`src/rtl/ff_bank_pkg.sv`:
```
// Shared types and helpers for the round-robin register bank arbiter.
// The state enum, default sizes and the one-hot decode live here.
package ff_bank_pkg;

    localparam int DEF_N_REQ = 4;
    localparam int DEF_WIDTH = 8;
    localparam int MAX_REQ   = 16;

    typedef enum logic {
        IDLE  = 1'b0,
        GRANT = 1'b1
    } state_t;

    function automatic logic [MAX_REQ-1:0] onehot(input logic [3:0] idx);
        return MAX_REQ'(1) << idx;
    endfunction

endpackage

```
`src/rtl/rr_pick.sv`:
```
// Combinational round-robin pick: first set request at or above ptr, wrapping.
// The request vector is doubled so a single upward scan covers the wrap.
module rr_pick
    import ff_bank_pkg::*;
#(
    parameter int N_REQ = DEF_N_REQ,
    parameter int ID_W  = $clog2(N_REQ)
) (
    input  logic [N_REQ-1:0] req,
    input  logic [ID_W-1:0]  ptr,
    output logic             any,
    output logic [ID_W-1:0]  idx
);

    logic [2*N_REQ-1:0] dbl;
    logic [2*N_REQ-1:0] rot;
    logic               found;
    int                 pos;

    always_comb begin
        dbl   = {req, req};
        rot   = dbl >> ptr;
        any   = |req;
        idx   = '0;
        found = 1'b0;
        pos   = 0;
        for (int i = 0; i < N_REQ; i++) begin
            if (!found && rot[i]) begin
                found = 1'b1;
                pos   = int'(ptr) + i;
                if (pos >= N_REQ) pos = pos - N_REQ;
                idx   = ID_W'(pos);
            end
        end
    end

endmodule

```
`src/rtl/ff_bank_rr_arbiter.sv`:
```
// Round-robin arbiter sharing one data register between N_REQ writers.
// One cycle of grant, one cycle of write; ptr advances past each writer.
module ff_bank_rr_arbiter
    import ff_bank_pkg::*;
#(
    parameter int N_REQ = DEF_N_REQ,
    parameter int WIDTH = DEF_WIDTH,
    parameter int ID_W  = $clog2(N_REQ)
) (
    input  logic                   clk,
    input  logic                   rst,
    input  logic [N_REQ-1:0]       req,
    input  logic [N_REQ*WIDTH-1:0] data_in,
    output logic [N_REQ-1:0]       gnt,
    output logic [WIDTH-1:0]       q,
    output logic                   q_valid,
    output logic                   wr_pulse,
    output logic [ID_W-1:0]        owner,
    output logic                   busy
);

    state_t            state;
    logic [ID_W-1:0]   ptr;
    logic [ID_W-1:0]   win;
    logic              pick_any;
    logic [ID_W-1:0]   pick_idx;
    logic [N_REQ-1:0]  gnt_nxt;
    logic [WIDTH-1:0]  sel_data;
    logic [ID_W-1:0]   ptr_nxt;

    rr_pick #(
        .N_REQ (N_REQ),
        .ID_W  (ID_W)
    ) u_pick (
        .req   (req),
        .ptr   (ptr),
        .any   (pick_any),
        .idx   (pick_idx)
    );

    always_comb begin
        gnt_nxt  = N_REQ'(onehot(4'(pick_idx)));
        sel_data = data_in[int'(win)*WIDTH +: WIDTH];
        ptr_nxt  = (int'(win) == N_REQ-1) ? '0 : win + ID_W'(1);
    end

    always_ff @(posedge clk or negedge rst) begin
        if (!rst) begin
            state    <= IDLE;
            gnt      <= '0;
            q        <= '0;
            q_valid  <= 1'b0;
            wr_pulse <= 1'b0;
            owner    <= '0;
            busy     <= 1'b0;
            ptr      <= '0;
            win      <= '0;
        end else begin
            wr_pulse <= 1'b0;
            case (state)
                IDLE: begin
                    if (pick_any) begin
                        gnt   <= gnt_nxt;
                        busy  <= 1'b1;
                        win   <= pick_idx;
                        state <= GRANT;
                    end
                end
                GRANT: begin
                    gnt   <= '0;
                    busy  <= 1'b0;
                    state <= IDLE;
                    // a withdrawn request aborts without touching q/owner/ptr
                    if (req[win]) begin
                        q        <= sel_data;
                        owner    <= win;
                        q_valid  <= 1'b1;
                        wr_pulse <= 1'b1;
                        ptr      <= ptr_nxt;
                    end
                end
                default: state <= IDLE;
            endcase
        end
    end

endmodule

```
`config.mk`:
```
export PLATFORM = sky130hd
export DESIGN_NAME = ff_bank_rr_arbiter
export DESIGN_NICKNAME = d
export VERILOG_FILES = /design/src/rtl/ff_bank_pkg.sv /design/src/rtl/rr_pick.sv /design/src/rtl/ff_bank_rr_arbiter.sv
export SDC_FILE = /design/constraint.sdc
export NUM_CORES = 1
export LEC_CHECK = 0
export BUFFER_PORTS_ARGS = -buffer_cell sky130_fd_sc_hd__buf_4
export CORE_ASPECT_RATIO = 0.8
export CORE_MARGIN = 5
export CORE_UTILIZATION = 48
export CTS_CLUSTER_DIAMETER = 60
export DETAILED_ROUTE_END_ITERATION = 7
export HOLD_SLACK_MARGIN = 0.02
export MAX_ROUTING_LAYER = met4
export PLACE_DENSITY_LB_ADDON = 0.15
export SETUP_SLACK_MARGIN = 0.02
export SYNTH_ARGS = -nofsm -noshare
export SYNTH_HDL_FRONTEND = slang
export SYNTH_SLANG_ARGS = --single-unit
```
`constraint.sdc`:
```
create_clock -name clk -period 2.37 [get_ports clk]
set_input_delay 0.237 -clock clk [delete_from_list [all_inputs] [get_ports clk]]
set_output_delay 0.237 -clock clk [all_outputs]
set_load 0.01 [all_outputs]
```
==> flow_summary.toml, run 1 <==
[run_status]
status = "finished clean"

[worst_setup_path]
crit_family = "multiplexers"
crit_required_ns = 2.57
crit_fanout = 15
start_kind = "register"
arrival_ns = 2.08
endpoint_kind = "register"
worstSetupStartpoint = "win[0]"
reg2reg_from = "win[0]"
path_cells = "mux4_2 -> nand2_4 -> mux2_2"
crit_type = "register to register"
critPathMaxStageDelay_ns = 0.77
slowest_stage = "dfrtp_1"
crit_buf_inv = 0

[clock_tree]
clk_latency_ns = 0.31
clk_pin_slew_worst_paths_ns = 0.12
cts_num_sinks = 22
ctsResizeCount = 0
cts_made_buffers = 3
clockBufferDepth = 2
cts_tree = "done"
cts_max_level = 1
root_buffer = "clkbuf_4"

[power_and_ir_drop]
p_sw_mw = 0.573
combPwrFrac_pct = 45.9
p_int_mw = 1.19
power.leakage_nw = 0.777
swShare_pct = 32.5
pwr-share-seq_pct = 38.1
p_clk_share_pct = 16.0
cellPowerDensity_mw_per_mm2 = 1090
ir_drop_mv = 0.626

[layout]
finalNetCount = 178
diodes = 0
drive_gt1_share_pct = 57.2
finish.utilization_pct = 73.1
area_delta_synth_final_pct = 42.4

[floorplan]
die_area_mm2 = 0.00345
std_cell_rows = 15
die_h_um = 53.5
io_pins = 55
die_x_um = 64.4
core_mm2 = 0.00221
start_util_pct = 51.4

[timing]
rsz0062_at_grt = "no"
tightest_slew_ns = 0.636
setup_viol = 0
hold_viol = 0
final.period_utilization_pct = 79.2
min_period_ns = 1.88
max_freq_ghz = 0.533
finalSetupTns_ns = 0
skew_ns = 0.00649
slew_headroom_pct = 57.6
finalMaxSlewViolations = 0

[route]
drtIter0Drc = 47
vias = 910
avgRoutedWirePerCell_um = 17.0
routed_wl_mm = 2.76
drc = 0
postRouteAntennaNets = 0
firstDrtPassIters = 4
avgViaCountPerCell = 5.58

[synth]
synthCells = 82
yosysWarnings = 0
synth_common_cells = "dfrtp_1 (22), mux4_2 (9), mux2_2 (7)"
ys_ff_latch = 22
post-synth-top-count-cell = "dfrtp_1"
synth_cell_types = 26
synth_compound_area_share_pct = 8.36
syn_area_per_cell_um2 = 13.9
synthXorXnorAreaFrac_pct = 0
synth_top_area_cell = "dfrtp_1"
yosys.area_share.simple_pct = 8.91
synth_edf_count = 0
synth_nets = 121
async_flop_share_pct = 100
synth_mux_area_share_pct = 29.7
synth_top_family_by_area = "multiplexers"
syn_area_mm2 = 0.00114
synth_flop_cell = "dfrtp_1"
netlist_top_cells_area = "dfrtp_1 (48%), mux4_2 (18%), mux2_2 (6.9%)"
yosysSeqAreaShare_pct = 48.4
yosysTopAreaCellShare_pct = 48.4
yosys.area_share.adder_pct = 1.10

[grt]
grt_pass1_vias = 1000
antenna_found_initial = 0
grt_pass1_wl_mm = 4.49
overflow = 0
grt_start_max_net_pins = 23
grt_util_all_layers_pct = 18.2

[flow_run]
cap_violations = 0

[min_path]
hold_path_class = "input port to register"
min_from = "req[0]"

[placed_design]
port_buffers = 54
dpl.hpwl_mm = 2.25
place.gp.congestion = 0.694
==> cells by family (layout without fill, tap and decap cells) <==
kind of cell    Yosys count  in the layout
simple gates             17             17
compound gates           13             13
mux                      21             21
buf+inv                   8             64
fa+ha+maj                 1              1
flops                    22             22
==> registers in the layout (all words and copies together) (netlist names) <==
signal,cells
busy,1
gnt,4
owner,2
ptr,2
q,8
q_valid,1
state,1
win,2
wr_pulse,1
==> final timing paths <==
check / cells past startpoint / slack (ns) / endpoint
max in group asynchronous: 2 / 1.81 / ptr[1]
min reg2reg: 1 / 0.49 / q_valid
max: 3 / 0.49 / q[6]
min in group asynchronous: 2 / 0.34 / win[1]
max reg2reg: 3 / 0.49 / q[6]
min: 4 / 0.26 / gnt[0]
==> power by group through the flow <==
stage / clock network [mW] / logic [mW] / registers (mW)
6_report: 0.283 / 0.809 / 0.673
3_5_place_dp: 0 / 0.822 / 0.685
3_3_place_gp: 0 / 0.787 / 0.679
5_1_grt: 0.305 / 0.887 / 0.702
2_1_floorplan: 0 / 0.499 / 0.677
4_1_cts: 0.289 / 0.825 / 0.678
==> metal layers <==
layer	share of wire, %	GRT usage [%]	up-vias
li1	-	-	418
met1	38	21.4	453
met5	0	-	-
met4	0.14	2.11	0
met3	6.7	5.01	2
met2	55	32.7	37
==> cell type report <==
class,count,area (µm²)
multi-input cells,52,547
fillers,170,596
flip-flops and latches,22,551
repair buffers,56,423
inverters,4,15.0
well taps,25,31.3
clock buffers,3,22.5
clock inverters,1,30.0
==> per-stage QoR <==
step                cells  setup WS [ns]  hold WS (ns)  power [mW]  instance area, µm²
finish                163          0.493         0.264        1.76                1620
global route          163          0.376         0.260        1.89                1620
CTS                   163          0.439         0.262        1.79                1620
detailed placement    158          0.458         0.141        1.51                1560
global placement      158          0.517         0.139        1.47                1560
floorplan              82          0.798       -0.0586        1.18                1140
==> repair_timing <==
| action | in CTS | in global routing |
|---|---|---|
| setup buffers | 0 | 0 |
| endpoints found under the hold margin | 22 | 0 |
| hold buffers | 1 | 0 |
==> layout by cell type, fill, tap and decap left out <==
master / n
a211o_1: 1
a211oi_1: 1
a21o_2: 1
a21oi_1: 3
a21oi_2: 1
a22oi_1: 2
a2bb2oi_1: 1
buf_4: 55
bufinv_16: 1
clkbuf_4: 3
dfrtp_1: 22
dlygate4sd3_1: 1
ha_1: 1
inv_1: 4
mux2_1: 5
mux2_2: 7
mux4_2: 9
nand2_1: 5
nand2_4: 1
nand2b_1: 3
nor2_1: 5
nor2b_1: 1
nor4_4: 1
o22a_1: 1
o22ai_1: 1
o31ai_1: 1
or3_1: 1
==> worst reg2reg max path, stage by stage, from the launching register on <==
cell and delay [ns]:
dfrtp_1 0.77, mux4_2 0.44, nand2_4 0.20, mux2_2 0.36
No activity file was read; power rests on OpenSTA's default activity.
==> run 2: changes to the inputs <==
--- a/config.mk
+++ b/config.mk
@@ -8,7 +8,7 @@
 export BUFFER_PORTS_ARGS = -buffer_cell sky130_fd_sc_hd__buf_4
 export CORE_ASPECT_RATIO = 0.8
 export CORE_MARGIN = 5
-export CORE_UTILIZATION = 48
+export CORE_UTILIZATION = 45
 export CTS_CLUSTER_DIAMETER = 60
 export DETAILED_ROUTE_END_ITERATION = 7
 export HOLD_SLACK_MARGIN = 0.02
==> constraint.sdc (replaced) <==
create_clock -name clk -period 1.8 [get_ports clk]
set_input_delay 0.18 -clock clk [delete_from_list [all_inputs] [get_ports clk]]
set_output_delay 0.18 -clock clk [all_outputs]
set_load 0.01 [all_outputs]
==> flow_summary.toml, run 2 (synthesized netlist as in run 1, its figures left out) <==
[run_status]
status = "finished clean"

[worst_setup_path]
start_kind = "register"
r2r_cells = 3
crit_fanout = 15
crit_required_ns = 1.99
arrival_ns = 1.78
crit_type = "register to register"
endpoint_kind = "register"

[flow_run]
cap_violations = 0

[floorplan]
die_area_mm2 = 0.00364
die_h_um = 55.0
die_x_um = 66.2
core_mm2 = 0.00244
start_util_pct = 46.6
io_pins = 55
std_cell_rows = 16

[timing]
setup_viol = 0
skew_ns = 0.00900
hold_viol = 0
min_period_ns = 1.58
final.period_utilization_pct = 88.0
rsz0062_at_grt = "no"
finalSetupTns_ns = 0
finalMaxSlewViolations = 0
tightest_slew_ns = 0.455
slew_headroom_pct = 69.5
fin_hold_ws_ns = 0.259
max_freq_ghz = 0.631

[clock_tree]
cts_max_level = 1
cts_made_buffers = 3
clk_latency_ns = 0.30
cts_num_sinks = 22
cts_tree = "done"
clk_pin_slew_worst_paths_ns = 0.12
clockBufferDepth = 2
post_cts_buffers = 0
root_buffer = "clkbuf_4"

[layout]
regMostFlops = "q"
drive_gt1_share_pct = 58.2
diodes = 0
largest_register_ffs = 8
final_cell_mix = "buf_4 (58), dfrtp_1 (22), mux4_2 (9)"
top_regs = "q: 8 flops, gnt: 4 flops"
area_delta_synth_final_pct = 45.5
finalNetCount = 181
final_common_cell = "buf_4"

[route]
drc = 0
vias = 885
avgViaCountPerCell = 5.00
routed_wl_mm = 2.37
avgRoutedWirePerCell_um = 13.4
drtIter0Drc = 25
postRouteAntennaNets = 0
firstDrtPassIters = 3

[placed_design]
place.gp.congestion = 0.673
dpl.hpwl_mm = 2.00
port_buffers = 54

[power_and_ir_drop]
cellPowerDensity_mw_per_mm2 = 1410
ir_drop_mv = 0.849
power.leakage_nw = 0.792

[grt]
grt_pass1_vias = 873
grt_util_all_layers_pct = 14.2
grt_start_max_net_pins = 23
grt_pass1_wl_mm = 3.78
overflow = 0
antenna_found_initial = 0

[min_path]
hold_path_class = "input port to register"
min_path_cells = 3
## run 2: changes by cell type in the layout (fill, tap and decap cells not counted), sizes merged
| cell | previous run | this run |
|---|---|---|
| buf | 55 | 58 |
## run 2: per-layer routing
layer | GRT usage, % | up-vias | wire length (µm)
met3 | 3.84 | 2 | 139
met2 | 21.6 | 32 | 1140
met5 | - | - | 0
li1 | - | 423 | -
met1 | 19.7 | 428 | 1080
met4 | 2.03 | 0 | 7
## run 2: metrics by stage
stage	cells	setup WS, ns	total power, mW	instance area [µm²]	util (%)
6_report	177	0.216	2.34	1660	67.8
5_1_grt	177	0.164	2.51	1660	67.8
4_1_cts	177	0.197	2.38	1660	67.8
3_5_place_dp	172	0.228	2.00	1590	65.2
3_3_place_gp	172	0.258	1.98	1590	65.2
2_1_floorplan	82	0.228	1.55	1140	-
## run 2: final timing paths
check,startpoint,endpoint,slack (ns)
setup / recovery,win[1],q[7],0.22
hold / removal,req[0],state,0.26
setup reg to reg,win[1],q[7],0.22
hold reg to reg,q_valid,q_valid,0.49
max in group asynchronous,rst,q[4],1.30
min in group asynchronous,rst,busy,0.28
## run 2: area by class of cell
cell class,instances,area [µm²]
fillers,205,787
clock buffers,3,22.5
well taps,36,45.0
repair buffers,59,445
multi-input cells,52,547
flip-flops and latches,22,551
clock inverters,1,30.0
inverters,4,15.0
## run 2: power breakdown
group          switching [mW]  internal, mW  leakage (nW)
sequential              0.130         0.696         0.266
combinational           0.464         0.680         0.498
clock                   0.144         0.225        0.0279
total                   0.739          1.60         0.792
## run 2: worst max-delay path, cell delays in order (launching register included)
cell and delay, ns:
dfrtp_1 0.39, mux4_2 0.53, nand2_4 0.19, mux2_2 0.36
## run 2: timing repair
| item | 4_1_cts | 5_1_grt |
|---|---|---|
| hold endpoints to repair | 22 | 0 |
| hold buffers | 1 | 0 |
| resized for setup | 0 | 0 |
| endpoints found under the setup margin | 0 | 0 |
